===== src/rtl/approx_mul_pkg.sv =====
// Shared types and helpers for the quadrant-split approximate multiplier.
package approx_mul_pkg;

    typedef enum logic [1:0] {
        EXACT = 2'b00,
        TRUNC = 2'b01,
        ZERO  = 2'b10,
        RSVD  = 2'b11
    } quad_mode_e;

    localparam int CFG_LL = 0;
    localparam int CFG_LH = 2;
    localparam int CFG_HL = 4;
    localparam int CFG_HH = 6;

    // Widest quadrant product the helper handles; callers cast down to their width.
    localparam int QP_MAX = 64;

    function automatic logic [QP_MAX-1:0] quad_apply(
        input logic [QP_MAX-1:0] p,
        input quad_mode_e        mode,
        input int unsigned       trunc
    );
        logic [QP_MAX-1:0] mask;
        mask = ~((64'd1 << trunc) - 64'd1);
        case (mode)
            TRUNC:   quad_apply = p & mask;
            ZERO:    quad_apply = '0;
            default: quad_apply = p;
        endcase
    endfunction

endpackage


===== src/rtl/approx_quad_mul.sv =====
// Combinational HALF x HALF unsigned multiplier with exact/truncated/zeroed result.
// Zero latency; no handshake, the enclosing pipeline owns flow control.
module approx_quad_mul #(
    parameter int HALF    = 4,
    parameter int TRUNC_W = 2
) (
    input  logic [HALF-1:0]   i_x,
    input  logic [HALF-1:0]   i_y,
    input  logic [1:0]        i_mode,
    output logic [2*HALF-1:0] o_p
);
    import approx_mul_pkg::*;

    logic [2*HALF-1:0] w_p;

    assign w_p = (2*HALF)'(i_x) * (2*HALF)'(i_y);
    assign o_p = (2*HALF)'(quad_apply(QP_MAX'(w_p), quad_mode_e'(i_mode), TRUNC_W));

endmodule


===== src/rtl/approx_mul_pipe.sv =====
// 3-stage approximate multiplier: operands/cfg snapshot, quadrant products, sum.
// Latency 3 cycles; global stall, in_ready = ~out_valid | out_ready, all stages hold.
module approx_mul_pipe #(
    parameter int         WIDTH   = 8,
    parameter int         TRUNC   = 2,
    parameter logic [7:0] CFG_RST = 8'h00,
    parameter int         CNT_W   = 16
) (
    input  logic               clk,
    input  logic               rst,
    input  logic               cfg_we,
    input  logic [7:0]         cfg_mode_i,
    output logic [7:0]         cfg_mode_o,
    input  logic               in_valid,
    output logic               in_ready,
    input  logic [WIDTH-1:0]   a,
    input  logic [WIDTH-1:0]   b,
    output logic               out_valid,
    input  logic               out_ready,
    output logic [2*WIDTH-1:0] prod,
    output logic [CNT_W-1:0]   prod_cnt
);
    import approx_mul_pkg::*;

    localparam int HALF = WIDTH / 2;
    localparam int PW   = 2 * WIDTH;

    logic [7:0]         r_cfg;
    logic               r_s1_vld;
    logic [WIDTH-1:0]   r_a;
    logic [WIDTH-1:0]   r_b;
    logic [7:0]         r_s1_cfg;
    logic               r_s2_vld;
    logic [WIDTH-1:0]   r_hh;
    logic [WIDTH-1:0]   r_hl;
    logic [WIDTH-1:0]   r_lh;
    logic [WIDTH-1:0]   r_ll;
    logic               r_s3_vld;
    logic [PW-1:0]      r_prod;
    logic [CNT_W-1:0]   r_cnt;

    logic               w_adv;
    logic [HALF-1:0]    w_al;
    logic [HALF-1:0]    w_ah;
    logic [HALF-1:0]    w_bl;
    logic [HALF-1:0]    w_bh;
    logic [WIDTH-1:0]   w_hh;
    logic [WIDTH-1:0]   w_hl;
    logic [WIDTH-1:0]   w_lh;
    logic [WIDTH-1:0]   w_ll;
    logic [PW-1:0]      w_sum;

    assign w_adv      = ~r_s3_vld | out_ready;
    assign in_ready   = w_adv;
    assign out_valid  = r_s3_vld;
    assign prod       = r_prod;
    assign prod_cnt   = r_cnt;
    assign cfg_mode_o = r_cfg;

    assign w_al = r_a[HALF-1:0];
    assign w_ah = r_a[WIDTH-1:HALF];
    assign w_bl = r_b[HALF-1:0];
    assign w_bh = r_b[WIDTH-1:HALF];

    approx_quad_mul #(.HALF(HALF), .TRUNC_W(TRUNC)) u_hh (
        .i_x(w_ah), .i_y(w_bh), .i_mode(r_s1_cfg[CFG_HH +: 2]), .o_p(w_hh)
    );
    approx_quad_mul #(.HALF(HALF), .TRUNC_W(TRUNC)) u_hl (
        .i_x(w_ah), .i_y(w_bl), .i_mode(r_s1_cfg[CFG_HL +: 2]), .o_p(w_hl)
    );
    approx_quad_mul #(.HALF(HALF), .TRUNC_W(TRUNC)) u_lh (
        .i_x(w_al), .i_y(w_bh), .i_mode(r_s1_cfg[CFG_LH +: 2]), .o_p(w_lh)
    );
    approx_quad_mul #(.HALF(HALF), .TRUNC_W(TRUNC)) u_ll (
        .i_x(w_al), .i_y(w_bl), .i_mode(r_s1_cfg[CFG_LL +: 2]), .o_p(w_ll)
    );

    // HL+LH may carry one bit past WIDTH, so the whole sum is done at product width.
    assign w_sum = (PW'(w_hh_q()) << WIDTH)
                 + ((PW'(r_hl) + PW'(r_lh)) << HALF)
                 + PW'(r_ll);

    function automatic logic [WIDTH-1:0] w_hh_q();
        return r_hh;
    endfunction

    always_ff @(posedge clk) begin
        if (rst) begin
            r_cfg <= CFG_RST;
        end else if (cfg_we) begin
            r_cfg <= cfg_mode_i;
        end
    end

    always_ff @(posedge clk) begin
        if (rst) begin
            r_s1_vld <= 1'b0;
            r_a      <= '0;
            r_b      <= '0;
            r_s1_cfg <= CFG_RST;
            r_s2_vld <= 1'b0;
            r_hh     <= '0;
            r_hl     <= '0;
            r_lh     <= '0;
            r_ll     <= '0;
            r_s3_vld <= 1'b0;
            r_prod   <= '0;
        end else if (w_adv) begin
            r_s1_vld <= in_valid;
            r_a      <= a;
            r_b      <= b;
            r_s1_cfg <= r_cfg;
            r_s2_vld <= r_s1_vld;
            r_hh     <= w_hh;
            r_hl     <= w_hl;
            r_lh     <= w_lh;
            r_ll     <= w_ll;
            r_s3_vld <= r_s2_vld;
            r_prod   <= w_sum;
        end
    end

    always_ff @(posedge clk) begin
        if (rst) begin
            r_cnt <= '0;
        end else if (r_s3_vld && out_ready) begin
            r_cnt <= r_cnt + CNT_W'(1);
        end
    end

endmodule


===== config.mk =====
export PLATFORM = sky130hd
export DESIGN_NAME = approx_mul_pipe
export DESIGN_NICKNAME = d
export VERILOG_FILES = /design/src/rtl/approx_mul_pkg.sv /design/src/rtl/approx_quad_mul.sv /design/src/rtl/approx_mul_pipe.sv
export SDC_FILE = /design/constraint.sdc
export NUM_CORES = 1
export LEC_CHECK = 0
export CAP_MARGIN = 0
export CORE_MARGIN = 4
export CORE_UTILIZATION = 40
export DETAILED_ROUTE_END_ITERATION = 8
export PLACE_DENSITY_LB_ADDON = 0.05
export SYNTH_ARGS = -nofsm -noshare
export SYNTH_HDL_FRONTEND = slang
export SYNTH_SLANG_ARGS = --single-unit

===== constraint.sdc =====
create_clock -name clk -period 4.8 [get_ports clk]
set_input_delay 0.96 -clock clk [delete_from_list [all_inputs] [get_ports clk]]
set_output_delay 0.96 -clock clk [all_outputs]
set_load 0.1 [all_outputs]

## After elaboration in Yosys (flattened, before gate mapping)

Index checks and enable logic that the tools add are counted.

| word-level totals | value |
|---|---|
| register bits after elaboration | 99 |
| input port bits | 29 |
| word-level logic and storage cells | 36 |

| cells by class | value |
|---|---|
| $add $sub $neg | 4 |
| multipliers | 4 |
| equality and inequality tests | 8 |
| multiplexer cells | 4 |
| bitwise logic cells | 2 |
| reduce and logical (&&, ||, !) cells | 1 |

Operators by type and width:

| cell | count |
|---|---|
| case mux 8 bit (2 select lines) | 4 |
| multiplier 4 x 4 -> 8 bit | 4 |
| adder 16 x 1 -> 16 bit, second input constant | 1 |
| adder 16 x 13 -> 16 bit | 1 |
| adder 16 x 8 -> 16 bit | 1 |
| adder 8 x 8 -> 9 bit | 1 |
| equality test 2 x 1 -> 1 bit, second input constant | 4 |
| equality test 2 bit, second input constant | 4 |
| logical AND 1 bit | 1 |
| NOT 1 bit | 1 |
| bitwise OR 1 bit | 1 |

## Longest topological paths before layout

| depth | value |
|---|---|
| depth in word-level cells | 3 |
| gate-level depth with buffers | 14 |

## Cells and area by module

From an unflattened synthesis, not the netlist that was laid out.

| second synthesis, totals | value |
|---|---|
| cell total of the unflattened synthesis | 786 |
| area, all modules | 6373.6 µm² |

Modules (own cells, without submodules):

| module | instances | cells an instance | area an instance (µm²) |
|---|---|---|---|
| approx_mul_pipe | 1 | 528 | 4267.8 |
| approx_quad_mul (u_hh ...) | 3 | 65 | 526.8 |
| approx_quad_mul (u_lh) | 1 | 63 | 525.5 |

## Worst setup path before layout

OpenSTA, ideal clock, no wires.

| timing path | value |
|---|---|
| path type | input to output |
| start point | input out_ready |
| end point | output in_ready |
| data arrival time | 2.271 ns |
| data required time | 3.840 ns |
| path slack | 1.569 ns |
| cell stages on the path | 4 |
| path through | nor2b_1 clkbuf_1 inv_2 clkbuf_1 |

| on the way | value |
|---|---|
| longest elaborated chain between the ends | 1 |

RTL lines:

| what | line | text |
|---|---|---|
| start, declared | approx_mul_pipe.sv:19 | `input logic out_ready,` |
| bitwise OR 1 bit | approx_mul_pipe.sv:53 | `assign w_adv = ~r_s3_vld \| out_ready;` |
| end, declared | approx_mul_pipe.sv:15 | `output logic in_ready,` |

Every way passes these cells.

## Worst setup path after layout

| timing path | value |
|---|---|
| start point | register r_a[4] |
| end point | register r_hl[7] |

| on the way | value |
|---|---|
| longest elaborated chain between the ends | 2 |

RTL lines:

| what | line | text |
|---|---|---|
| start, declared | approx_mul_pipe.sv:30 | `logic [WIDTH-1:0] r_a;` |
| start signal, assigned | approx_mul_pipe.sv:98 | `r_a <= '0;` |
| start signal, assigned | approx_mul_pipe.sv:110 | `r_a <= a;` |
| multiplier 4 x 4 -> 8 bit | approx_quad_mul.sv:16 | `assign w_p = (2*HALF)'(i_x) * (2*HALF)'(i_y);` |
| case mux 8 bit (2 select lines) | approx_mul_pkg.sv:26 | `case (mode)` |
| end signal, assigned | approx_mul_pipe.sv:115 | `r_hl <= w_hl;` |
| end, declared | approx_mul_pipe.sv:35 | `logic [WIDTH-1:0] r_hl;` |

Every way passes these cells.
A chain may end at the register's enable or synchronous reset.

==> impl_metrics.env <==
export IMPL_outcome="completed"
export IMPL_row_count=44
export IMPL_dp_cells=942
export IMPL_stdcell_area_um2=7230
export IMPL_min_path_cells=2
export IMPL_hold_buffers=0
export IMPL_initial_core_util=0.414
export IMPL_grt_pass1_wl_um=24100
export IMPL_cts_made_buffers=9
export IMPL_final_nets=887
export IMPL_cts_buffer_depth=2
export IMPL_syn_area_um2=6090
export IMPL_slowest_delay_ns=0.55
export IMPL_routed_wl_um=14100
export IMPL_drt_iter0_drc=207
export IMPL_critical_path_class="reg -> reg"
export IMPL_yosysMostFrequentCell="nand2_1"
export IMPL_synthTopCellsByArea="dfxtp_1, ha_1, nand2_1"
export IMPL_relSlewSlack=0.318
export IMPL_yosysTopAreaCellShare=0.326
export IMPL_holdPathEnd="prod[1]"
export IMPL_postCtsResizedCells=0
export IMPL_place_hpwl_um=10600
export IMPL_antenna_found_initial=0
export IMPL_syn_to_final_growth_pct=18.8
export IMPL_synth_edff_count=0
export IMPL_first_global_vias=4995
export IMPL_wl_per_cell_um=14.7
export IMPL_endpoint_kind="register"
export IMPL_die_h_um=131
export IMPL_drc=0
export IMPL_arrival_ns=3.37
export IMPL_r2r_end="r_hl[7]"
export IMPL_dr_pass1_iters=4
export IMPL_post_route_period_util=0.651
export IMPL_cellLeakagePower_nw=3.25
export IMPL_top_level_ports=71
export IMPL_nFillCells=1426
export IMPL_peakVddDrop_mv=0.166
export IMPL_hp_class="reg -> reg"
export IMPL_post_cts_buffers=0
export IMPL_grt_usage=0.168
export IMPL_root_buffer="clkbuf_16"
export IMPL_finalSetupTns_ns=0
export IMPL_yosysTopAreaCell="dfxtp_1"
export IMPL_grt_max_degree=73
export IMPL_fin_crit_ns=3.12
export IMPL_worst_path_max_fanout=9
export IMPL_design_die_area_um2=17300
export IMPL_cts_tree="done"
export IMPL_vias=4986
export IMPL_reg2reg_slack_ns=1.68
export IMPL_min_delay_start="prod[1]"
export IMPL_antenna_left=0
export IMPL_pwr_density_cell_nw_per_um2=274
export IMPL_crit_top_cell="fa_1"
export IMPL_clock_sinks=99
export IMPL_max_cap_violations=0
export IMPL_viasPerCell=5.20
export IMPL_crit_chain="nand2_1 > fa_1 > inv_1 > fa_1 > ha_1 > a21o_1 > a31o_2 > a21oi_1 > xnor2_1 > a22o_1"
export IMPL_grt_overflow=0
export IMPL_fin_cells=958
export IMPL_core_um2=14700
export IMPL_fmax_mhz=320
export IMPL_fin_skew_ns=0.00854
export IMPL_crit_required_ns=5.05
export IMPL_startpoint_type="register"
export IMPL_ff2ff_path_depth=10
export IMPL_grt_setup_unrepaired="false"
export IMPL_synth_seq_area_share=0.326
export IMPL_cp_top_family="adder cells"
export IMPL_ys_types=49
export IMPL_drive_above_1_share=0.0413
export IMPL_hold_viol_final=0
export IMPL_ys_warn_count=0
export IMPL_cts_max_level=3
export IMPL_synth_async_sr_flop_share=0
export IMPL_synth_common_cells="nand2_1, dfxtp_1, a21oi_1"
export IMPL_r2r_start="r_a[4]"
export IMPL_synth_area_per_cell_um2=8.51
export IMPL_diodes=0
export IMPL_cts_clk_slew_worst_paths_ns=0.07
export IMPL_gp_congestion=0.795
export IMPL_cp_slowest_cell="dfxtp_1"
export IMPL_worst_slew_pin_slew_ns=1.02
export IMPL_setup_violations=0
export IMPL_synth_cells=715
export IMPL_synth_nets=833
export IMPL_port_buffers=70
export IMPL_path_buf_inv=1
export IMPL_place_area_um2=6910
export IMPL_slew_viol_final=0
export IMPL_clk_latency_ns=0.35
export IMPL_dieWidth_um=131
export IMPL_synth_seq_cells=99
export IMPL_ys_flop_type="dfxtp_1"
[metal layers]
layer / up-vias / wire length [um] / global-route usage / share of wire
li1: 2540 / - / - / -
met1: 2345 / 6610 / 0.212 / 0.47
met2: 80 / 6700 / 0.289 / 0.47
met3: 21 / 569 / 0.0401 / 0.040
met4: 0 / 235 / 0.0473 / 0.017
met5: - / 0 / 0 / 0
[through the flow]
step                hold slack, ns  setup slack [ns]  total power [mW]  utilization
floorplan                    0.432              1.57              1.13            -
finish                       0.455              1.68              1.98        0.492
CTS                          0.460              1.66              2.01        0.492
global route                 0.482              1.37              2.08        0.492
global placement             0.441              1.69              1.22        0.470
detailed placement           0.450              1.63              1.23        0.470
[area by class of cell]
type / count / area (um^2) / area share
clock buffer: 10 / 239 / 0.0330
clock inverter: 6 / 81.3 / 0.0112
inverter: 45 / 169 / 0.0234
multi-input combinational: 541 / 3810 / 0.528
sequential: 99 / 1980 / 0.274
tap: 184 / 230 / 0.0318
timing repair buffer: 73 / 716 / 0.0990
[cell usage in the layout, fill, tap and decap left out, types with 10 or more instances in the layout]
master / count
fa_1: 18
nand2_1: 104
dfxtp_1: 99
ha_1: 71
mux2i_1: 10
o21ai_0: 12
a21o_1: 12
xnor2_1: 29
inv_1: 44
nor2_1: 57
clkdlybuf4s50_1: 68
a22o_1: 12
and2_1: 49
nor3_1: 12
a21oi_1: 72
[cell families (layout without fill, tap and decap cells)]
logic type / count (synthesis) / after routing / share of synthesized area
xor gates and xnor gates: 38 / 38 / 0.0547
AOI/OAI and AO/OA: 143 / 143 / 0.147
adders and majority gates: 89 / 89 / 0.205
muxes: 10 / 10 / 0.0164
and+or+nand+nor: 261 / 261 / 0.203
buffers and inverters: 75 / 134 / 0.0489
DFF: 99 / 99 / 0.326
[worst max-delay path by stage]
stage	depth (start not counted)	endpoint	from
floorplan	4	in_ready	out_ready
global placement	7	prod[13]	out_ready
detailed placement	7	prod[13]	out_ready
CTS	10	r_hl[7]	r_a[4]
global route	14	prod[15]	r_lh[0]
finish	10	r_hl[7]	r_a[4]
[worst register-to-register path, stage by stage, from the launching register on]
cell and delay (ns):
dfxtp_1 0.55, nand2_1 0.14, fa_1 0.55, inv_1 0.05
fa_1 0.51, ha_1 0.32, a21o_1 0.17, a31o_2 0.24
a21oi_1 0.17, xnor2_1 0.11, a22o_1 0.20
[power by group]
part / total (mW) / internal (mW) / switching (mW)
sequential: 0.892 / 0.854 / 0.0382
clock: 0.779 / 0.432 / 0.347
combinational: 0.312 / 0.113 / 0.199
Note: power is estimated with default switching activity, not from simulation.
